**src/rtl/c432_bist_ctrl.sv**
```systemverilog
// BIST controller for a c432-class CUT: LFSR pattern source
// and 16-bit MISR response compactor with golden compare.
module c432_bist_ctrl #(
  parameter int unsigned N_PATTERNS = 1024,
  parameter logic [35:0] SEED       = 36'h000000001,
  parameter logic [15:0] GOLDEN     = 16'h0000
) (
  input  logic        clk,
  input  logic        rst,
  input  logic        start,
  input  logic        abort,
  output logic [35:0] cut_in,
  input  logic [6:0]  cut_out,
  output logic        busy,
  output logic        done,
  output logic        pass,
  output logic [15:0] signature,
  output logic [15:0] pat_count
);

  typedef enum logic [1:0] {
    IDLE,
    APPLY,
    DONE
  } state_t;

  // an all-zero seed would lock the LFSR
  localparam logic [35:0] SEED_EFF = (SEED == 36'h0) ? 36'h1 : SEED;
  localparam logic [15:0] N_LAST   = 16'(N_PATTERNS);

  state_t      state;
  logic [35:0] lfsr;
  logic [35:0] lfsr_nxt;
  logic [15:0] misr_nxt;
  logic [15:0] cnt_nxt;
  logic        last;

  always_comb begin
    lfsr_nxt = {lfsr[34:0], lfsr[35] ^ lfsr[24]};
    misr_nxt = {signature[14:0],
                signature[15] ^ signature[14] ^
                signature[12] ^ signature[3]}
             ^ {9'b0, cut_out};
    cnt_nxt  = pat_count + 16'd1;
    last     = (cnt_nxt == N_LAST);
  end

  always_ff @(posedge clk) begin
    if (rst) begin
      state     <= IDLE;
      lfsr      <= '0;
      cut_in    <= '0;
      busy      <= 1'b0;
      done      <= 1'b0;
      pass      <= 1'b0;
      signature <= '0;
      pat_count <= '0;
    end else begin
      unique case (state)
        IDLE, DONE: begin
          if (start && !abort) begin
            state     <= APPLY;
            lfsr      <= SEED_EFF;
            cut_in    <= SEED_EFF;
            signature <= '0;
            pat_count <= '0;
            busy      <= 1'b1;
            done      <= 1'b0;
            pass      <= 1'b0;
          end
        end
        APPLY: begin
          if (abort) begin
            // signature and count stay frozen for debug
            state  <= IDLE;
            busy   <= 1'b0;
            cut_in <= '0;
          end else begin
            signature <= misr_nxt;
            lfsr      <= lfsr_nxt;
            pat_count <= cnt_nxt;
            if (last) begin
              state  <= DONE;
              busy   <= 1'b0;
              done   <= 1'b1;
              pass   <= (misr_nxt == GOLDEN);
              cut_in <= '0;
            end else begin
              cut_in <= lfsr_nxt;
            end
          end
        end
        default: state <= IDLE;
      endcase
    end
  end

endmodule

```
**config.mk**
```make
export PLATFORM = sky130hd
export DESIGN_NAME = c432_bist_ctrl
export DESIGN_NICKNAME = d
export VERILOG_FILES = /design/src/rtl/c432_bist_ctrl.sv
export SDC_FILE = /design/constraint.sdc
export NUM_CORES = 1
export LEC_CHECK = 0
export BUFFER_PORTS_ARGS = -buffer_cell sky130_fd_sc_hd__buf_2
export CAP_MARGIN = 20
export CORE_MARGIN = 4
export CORE_UTILIZATION = 55
export CTS_BUF_LIST = sky130_fd_sc_hd__clkbuf_8
export DETAILED_ROUTE_END_ITERATION = 10
export PLACE_DENSITY = 0.86
export SLEW_MARGIN = 10
export SYNTH_ARGS = -nofsm -noshare
export SYNTH_HDL_FRONTEND = slang
export SYNTH_SLANG_ARGS = --single-unit
```
**constraint.sdc**
```tcl
create_clock -name clk -period 3.6 [get_ports clk]
set_input_delay 0.54 -clock clk [delete_from_list [all_inputs] [get_ports clk]]
set_output_delay 0.54 -clock clk [all_outputs]
set_load 0.02 [all_outputs]
```
# Word-level counts from Yosys, hierarchy flattened
# Index checks and enable logic that the tools add are counted.
# totals
register_bits,109
inputBits,11
out_inout_bits,71
wordCells,58
# op_classes
add_sub_neg,1
eq_ne,7
muxes,26
bitwise,5
reduce_logical,11
# op_table
op,n
$mux W36,4
$pmux W36 S2,2
$pmux W16 S2,2
$mux W16,3
$add A16 B1 Y16 const B,1
$eq A16 B11 Y1 const B,1
$logic_not A16 Y1,1
$xor A16 B7 Y16,1
$mux W1,8
$mux W2,3
$ne A2 B2 Y1 const B,3
$pmux W1 S2,3
$reduce_and A3 Y1,2
$pmux W2 S2,1
$reduce_and A2 Y1,2
$reduce_and A4 Y1,1
$xor A1 B1 Y1,4
$ne A3 B3 Y1 const B,1
$eq A2 B1 Y1 const B,1
$eq A2 B2 Y1 const B,1
$logic_not A2 Y1,1
$reduce_bool A2 Y1,1
$reduce_or A2 Y1,1
$logic_and A1 B1 Y1,1
$logic_not A1 Y1,1

# Logic depth before layout (Yosys ltp)
# Gate-level depths: netlist of run 1.
# depth
ltp_word,8
depth_mapped,9
mapped_depth_nobuf,7

# Worst setup path after synthesis of run 1
# No wires, ideal clock.
# synth_timing
path_kind,register -> register
startpoint,register pat_count[0]
endpoint,register cut_in[10]
setup_ns,0.117
t_arrival_ns,2.178
required_time_ns,3.483
slack_ns,1.305
path_stages_with_launch,10
n_path_buf,2
synth_period_minus_slack_ns,2.295
cell_sequence,dfxtp_1 > ha_1 > and4_4 > nand4_1 > xor2_1 > o211ai_2 > o31a_1 > buf_6 > buf_6 > a22o_1
# synth_between
elab_chain_cells,5
# synth_lines
item,line_no,source
from (decl),18,output logic [15:0] pat_count
from (signal assigned),81,pat_count <= cnt_nxt;
$add A16 B1 Y16,44,cnt_nxt = pat_count + 16'd1;
$eq A16 B11 Y1,45,last = (cnt_nxt == N_LAST);
$mux W36,82,if (last) begin
$mux W36,73,if (abort) begin
$pmux W36 S2,59,unique case (state)
to (signal assigned),89,cut_in <= lfsr_nxt;
to (decl),12,"output logic [35:0] cut_in,"
# Every way passes these cells.
# A chain may end at the register's enable or synchronous reset.

# Final worst setup path of run 1
# layout_timing
startpoint,register pat_count[0]
endpoint,register cut_in[21]
# The elaborated chain is that of the path after synthesis.

==> results.sh, run 1 <==
export IMPL_rows=32
export IMPL_antenna_found_initial=0
export IMPL_track_usage_pct=21.7
export IMPL_die_y_um=96.7
export IMPL_rrSetupSlack_ps=1200
export IMPL_synth_area_um2=4330
export IMPL_drive_above_1_share_pct=21.7
export IMPL_final_min_clock_period_ps=2400
export IMPL_clock_sinks=109
export IMPL_ys_flop_type="dfxtp_1"
export IMPL_clock_path_buffers=2
export IMPL_finalSetupViolCount=0
export IMPL_drcViolationCount=0
export IMPL_io_pins=82
export IMPL_worst_slew_pin_slew_ps=912
export IMPL_endpoint_kind="flop"
export IMPL_ys_warn_count=0
export IMPL_post_cts_buffers=0
export IMPL_n_antenna_cell=0
export IMPL_finalNonFillerCells=651
export IMPL_fin_crit_sh_pct=66.6
export IMPL_clock_root_buffer="clkbuf_8"
export IMPL_crit_path_start_kind="flop"
export IMPL_dieWidth_um=96.7
export IMPL_cts_resized=0
export IMPL_rsz0062_at_grt="false"
export IMPL_htreeDepth=3
export IMPL_worst_setup_path_type="flop to flop"
export IMPL_grt_pass1_vias=3553
export IMPL_critPathMaxFanout=36
export IMPL_fin_nets=556
export IMPL_dp_cells=635
export IMPL_grt_pass1_wl_mm=17.2
export IMPL_synth_area_per_cell_um2=8.94
export IMPL_arrival_ps=2670
export IMPL_drtAntennaViolNets=0
export IMPL_globalplace_congestion=0.923
export IMPL_synth_distinct_cells=51
export IMPL_finalClockSkew_ps=21.1
export IMPL_final_max_slew_viol_count=0
export IMPL_cts_tree="done"
export IMPL_synth_edf_count=0
export IMPL_outcome="completed"
export IMPL_grt_ovfl_total=0
export IMPL_clk_pin_slew_worst_paths_ps=130
export IMPL_fmax_mhz=417
export IMPL_ys_ff_latch=109
export IMPL_synthToLayoutAreaGrowth_pct=14.9
export IMPL_seq_area_frac_synth_pct=50.4
export IMPL_timing_final_ws_setup_ps=1200
export IMPL_place_ws_ps=1240
export IMPL_ir_drop_v=0.000250
export IMPL_relSlewSlack_pct=39.2
export IMPL_p_leak_nw=1.99
export IMPL_post_route_util_pct=64.7
export IMPL_vias_per_cell=5.87
export IMPL_coreArea_um2=7690
export IMPL_port_buffers=81
export IMPL_power_density_nw_per_um2=424
export IMPL_wire_per_inst_um=15.7
export IMPL_syn_num_nets=496
export IMPL_routed_wl_mm=10.2
export IMPL_synthArstFlopShare_pct=0
export IMPL_clkLatencyLatePin_ps=390
export IMPL_required_ps=3880
export IMPL_hpwl_mm=6.64
export IMPL_first_iter_violations=259
export IMPL_postCtsHoldBufs=0
export IMPL_cts_made_buffers=9
export IMPL_syn_instance_count=484
export IMPL_cap_viol_max_count=0
export IMPL_dr_total_vias=3823
export IMPL_grt_max_degree=51
export IMPL_dr_pass1_iters=5
export IMPL_tns_ps=0
export IMPL_hold_violations=0
export IMPL_start_util_pct=56.3
export IMPL_dieArea_um2=9350
export IMPL_hold_path_class="flop to flop"
[logic make-up (layout without fill, tap and decap cells)]
group | count (synthesis) | count (layout) | synth area share [%]
AO/OA/AOI/OAI | 136 | 136 | 21.2
XOR/XNOR | 14 | 14 | 2.83
adder cells (fa/ha/maj) | 1 | 1 | 0.289
buffers and inverters | 42 | 107 | 4.42
flip-flops | 109 | 109 | 50.4
multiplexers | 2 | 2 | 0.491
AND/OR/NAND/NOR | 180 | 180 | 20.4
[worst paths after layout]
check	startpoint	end	depth (start not counted)
max	pat_count[0]	cut_in[21]	8
min	lfsr[26]	lfsr[27]	2
max reg2reg	pat_count[0]	cut_in[21]	8
min reg2reg	lfsr[26]	lfsr[27]	2
[metrics by stage]
stage	area [um^2]	hold slack, ps	power, mW
floorplan	4330	444	1.33
global placement	4760	453	1.37
detailed placement	4760	460	1.37
CTS	4970	476	2.12
global route	4970	494	2.19
finish	4970	480	2.11
[Yosys cell counts (2+ instances only)]
master,number,share of area [%]
and4_4,2,0.52
nand2b_1,3,0.43
and3_1,9,1.3
a22oi_1,5,0.87
nor3_1,9,1.0
nor2_1,42,3.6
nand2_1,49,4.2
a311oi_1,8,1.6
dfxtp_1,109,50
nand4_1,8,1.2
nand3_1,38,4.4
a21oi_1,61,7.1
a31oi_1,4,0.58
or3_1,2,0.29
a211oi_1,2,0.35
o31a_1,2,0.40
inv_1,2,0.17
xnor2_1,8,1.6
o21ai_0,9,1.0
clkbuf_1,34,2.9
xor2_1,6,1.2
buf_6,4,1.0
a22o_1,35,7.1
nor4_1,6,0.87
[cell usage in the layout (no fill, tap or decap), types with 2 or more instances in the layout]
master | Yosys | layout
nand3_1 | 38 | 38
a31oi_1 | 4 | 4
and4_4 | 2 | 2
nand2_1 | 49 | 48
o21ai_0 | 9 | 9
inv_1 | 2 | 2
nor3_1 | 9 | 8
o31a_1 | 2 | 2
and3_1 | 9 | 9
clkbuf_8 | 0 | 9
dfxtp_1 | 109 | 109
buf_2 | 0 | 81
nand4_1 | 8 | 8
clkinv_8 | 0 | 3
xor2_1 | 6 | 6
nor2_1 | 42 | 41
nor4_1 | 6 | 6
a311oi_1 | 8 | 8
a211oi_1 | 2 | 2
xnor2_1 | 8 | 8
buf_4 | 1 | 8
nand2b_1 | 3 | 3
or3_1 | 2 | 2
a22o_1 | 35 | 35
a21oi_1 | 61 | 61
inv_6 | 0 | 3
a22oi_1 | 5 | 5
[metal layers]
metal	global-route usage, %	share of wire (%)
met5	0	0
met4	8.86	1.8
met3	6.56	6.6
met2	34.2	48
met1	27.9	43
[critical path, stage by stage (launching register included)]
cell and delay, ps:
dfxtp_1 470, ha_1 290, and4_4 290, nand4_1 170, xor2_1 220, o211ai_2 130, o31a_1 250, buf_4 240
a22o_1 230
[cell type report]
class	instances	area, um^2
fillers	655	2710
flip-flops and latches	109	2180
multi-input cells	333	1980
repair buffers	89	465
well taps	102	128
clock buffers	9	124
clock inverters	7	91.3
inverters	2	7.51
[sequential cells by signal, summed over array words and instances (netlist names)]
signal / cells
pass: 1
cut_in: 36
done: 1
signature: 16
pat_count: 16
lfsr: 36
state: 2
busy: 1
[power breakdown]
group,switching (mW),internal [mW],total [mW],leakage [nW]
logic,0.0965,0.0302,0.127,1.01
clock network,0.480,0.286,0.766,0.106
registers,0.00569,1.21,1.22,0.879
total,0.582,1.53,2.11,1.99
Note: power is estimated with default switching activity, not from simulation.
==> inputs of run 2 (changes only) <==
clock period = 2.3 ns   (was 3.6 ns; I/O delays follow)
==> run 2 against run 1 <==
Global-route usage is 0.48 points lower. Critical path depth is 1 lower. Critical endpoint is now cut_in[2]. Critical path type unchanged. Power is 59% higher. Fmax increased by 8.7%. Clock power up 61%. Combinational power rose by 69%. Largest power group unchanged. Die area is the same. Sequential cell count stayed put. Via count grew 2.1%. Core utilization up 1.9 points.
==> results.sh, run 2 (same netlist as run 1, synthesis figures left out) <==
export IMPL_cp_slowest_stage_delay_ps=510
export IMPL_relSlewSlack_pct=32.4
export IMPL_clkLatencyLatePin_ps=370
export IMPL_port_buffers=81
export IMPL_mostFrequentLayoutCells="108 x dfxtp_1, 81 x buf_2, 61 x a21oi_1"
export IMPL_endpoint_kind="flop"
export IMPL_p_leak_nw=2.08
export IMPL_place_ws_ps=75.1
export IMPL_rows=32
export IMPL_globalplace_congestion=0.918
export IMPL_grt_ovfl_total=0
export IMPL_grt_pass1_wl_mm=16.9
export IMPL_dieWidth_um=96.7
export IMPL_cts_made_buffers=9
export IMPL_r2r_start="pat_count[0]"
export IMPL_arrival_ps=2470
export IMPL_power_density_nw_per_um2=654
export IMPL_postCtsHoldBufs=0
export IMPL_final_max_slew_viol_count=0
export IMPL_outcome="completed"
export IMPL_first_iter_violations=305
export IMPL_hpwl_mm=6.92
export IMPL_worst_setup_path_type="flop to flop"
export IMPL_synthToLayoutAreaGrowth_pct=18.3
export IMPL_start_util_pct=56.3
export IMPL_cap_viol_max_count=0
export IMPL_fill_cells=643
export IMPL_clk_pin_slew_worst_paths_ps=110
export IMPL_cp_slowest_cell="a2111oi_1"
export IMPL_seqCellArea_um2=2180
export IMPL_grt_pass1_vias=3638
export IMPL_clock_sinks=109
export IMPL_worst_slew_pin_slew_ps=1010
export IMPL_antenna_found_initial=0
export IMPL_clock_root_buffer="clkbuf_8"
export IMPL_hold_violations=0
export IMPL_dpl_cell_area_um2=4890
export IMPL_dieArea_um2=9350
export IMPL_cts_tree="done"
export IMPL_fin_crit_sh_pct=95.9
export IMPL_rsz0062_at_grt="false"
export IMPL_top_regs="cut_in: 36 flops, lfsr: 36 flops"
export IMPL_fin_area_um2=5120
export IMPL_die_y_um=96.7
export IMPL_crit_path_start_kind="flop"
export IMPL_finalClockSkew_ps=17.6
export IMPL_ir_drop_v=0.000384
export IMPL_track_usage_pct=21.3
export IMPL_vias_per_cell=5.88
export IMPL_routed_wl_mm=10.4
export IMPL_crit_buf_inv=1
export IMPL_fin_nets=569
export IMPL_drcViolationCount=0
export IMPL_timing_final_ws_setup_ps=94.5
export IMPL_required_ps=2560
export IMPL_finalSetupViolCount=0
export IMPL_dr_total_vias=3905
export IMPL_path_delay_family="compound AO/OA/AOI/OAI gates"
export IMPL_n_antenna_cell=0
export IMPL_wire_per_inst_um=15.6
export IMPL_final_min_clock_period_ps=2210
export IMPL_coreArea_um2=7690
export IMPL_fmax_mhz=453
export IMPL_drive_above_1_share_pct=23.7
export IMPL_clock_path_buffers=2
export IMPL_startpoint="pat_count[0]"
export IMPL_io_pins=82
export IMPL_hp_start="cut_out[2]"
export IMPL_total_power_mw=3.35
export IMPL_grt_max_degree=53
export IMPL_tns_ps=0
export IMPL_critPathMaxFanout=36
export IMPL_hold_path_class="primary input to flop"
export IMPL_multi_input_area_um2=1980
export IMPL_path_cells="ha_1 -> and4_4 -> a2111oi_1 -> o211ai_2 -> o31a_1 -> buf_12 -> a22o_1"
export IMPL_final_common_cell="dfxtp_1"
export IMPL_dr_pass1_iters=5
export IMPL_htreeDepth=3
export IMPL_drtAntennaViolNets=0
run 2: repair_timing:
item / 4_1_cts / 5_1_grt
endpoints found under the setup margin: 0 / 23
buffers inserted: 0 / 0
resized for setup: 0 / 1
run 2: area by class of cell:
type / count / area share (%)
well taps: 102 / 2.49
flip-flops and latches: 109 / 42.6
clock inverters: 7 / 1.98
inverters: 2 / 0.147
repair buffers: 102 / 11.7
multi-input cells: 333 / 38.6
clock buffers: 9 / 2.42
run 2: report_power, final:
| part | total (mW) | switching, mW | internal (mW) |
|---|---|---|---|
| clock | 1.23 | 0.695 | 0.539 |
| combinational | 0.214 | 0.156 | 0.0583 |
| sequential | 1.90 | 0.00748 | 1.90 |
| total | 3.35 | 0.858 | 2.49 |
run 2: path summary, 6_finish.rpt:
check            endpoint  slack (ps)  depth (start not counted)
max             cut_in[2]          90                          7
min          signature[2]         330                          4
max reg2reg     cut_in[2]          90                          7
min reg2reg      lfsr[26]         480                          2
run 2: worst min-delay path: cells and delay by family:
kind                      cells  cell delay (ps)
AOI/OAI and AO/OA             1               60
and+or+nand+nor               1               80
xor gates and xnor gates      1               80
buffers and inverters         1               90
run 2: layer usage:
metal  track usage (%)  up-vias  part of all wire, %
li1                  -     1899                    -
met3              5.26       16                  6.9
met1              26.5     1855                   43
met4              6.70        0                  1.3
met5                 0        -                    0
met2              36.1      135                   49
run 2: stage by stage:
stage	util [%]	std cells	hold slack, ps
2_1_floorplan	-	484	444
3_3_place_gp	63.7	648	452
3_5_place_dp	63.7	648	461
4_1_cts	66.6	664	320
5_1_grt	66.6	664	332
6_report	66.6	664	332
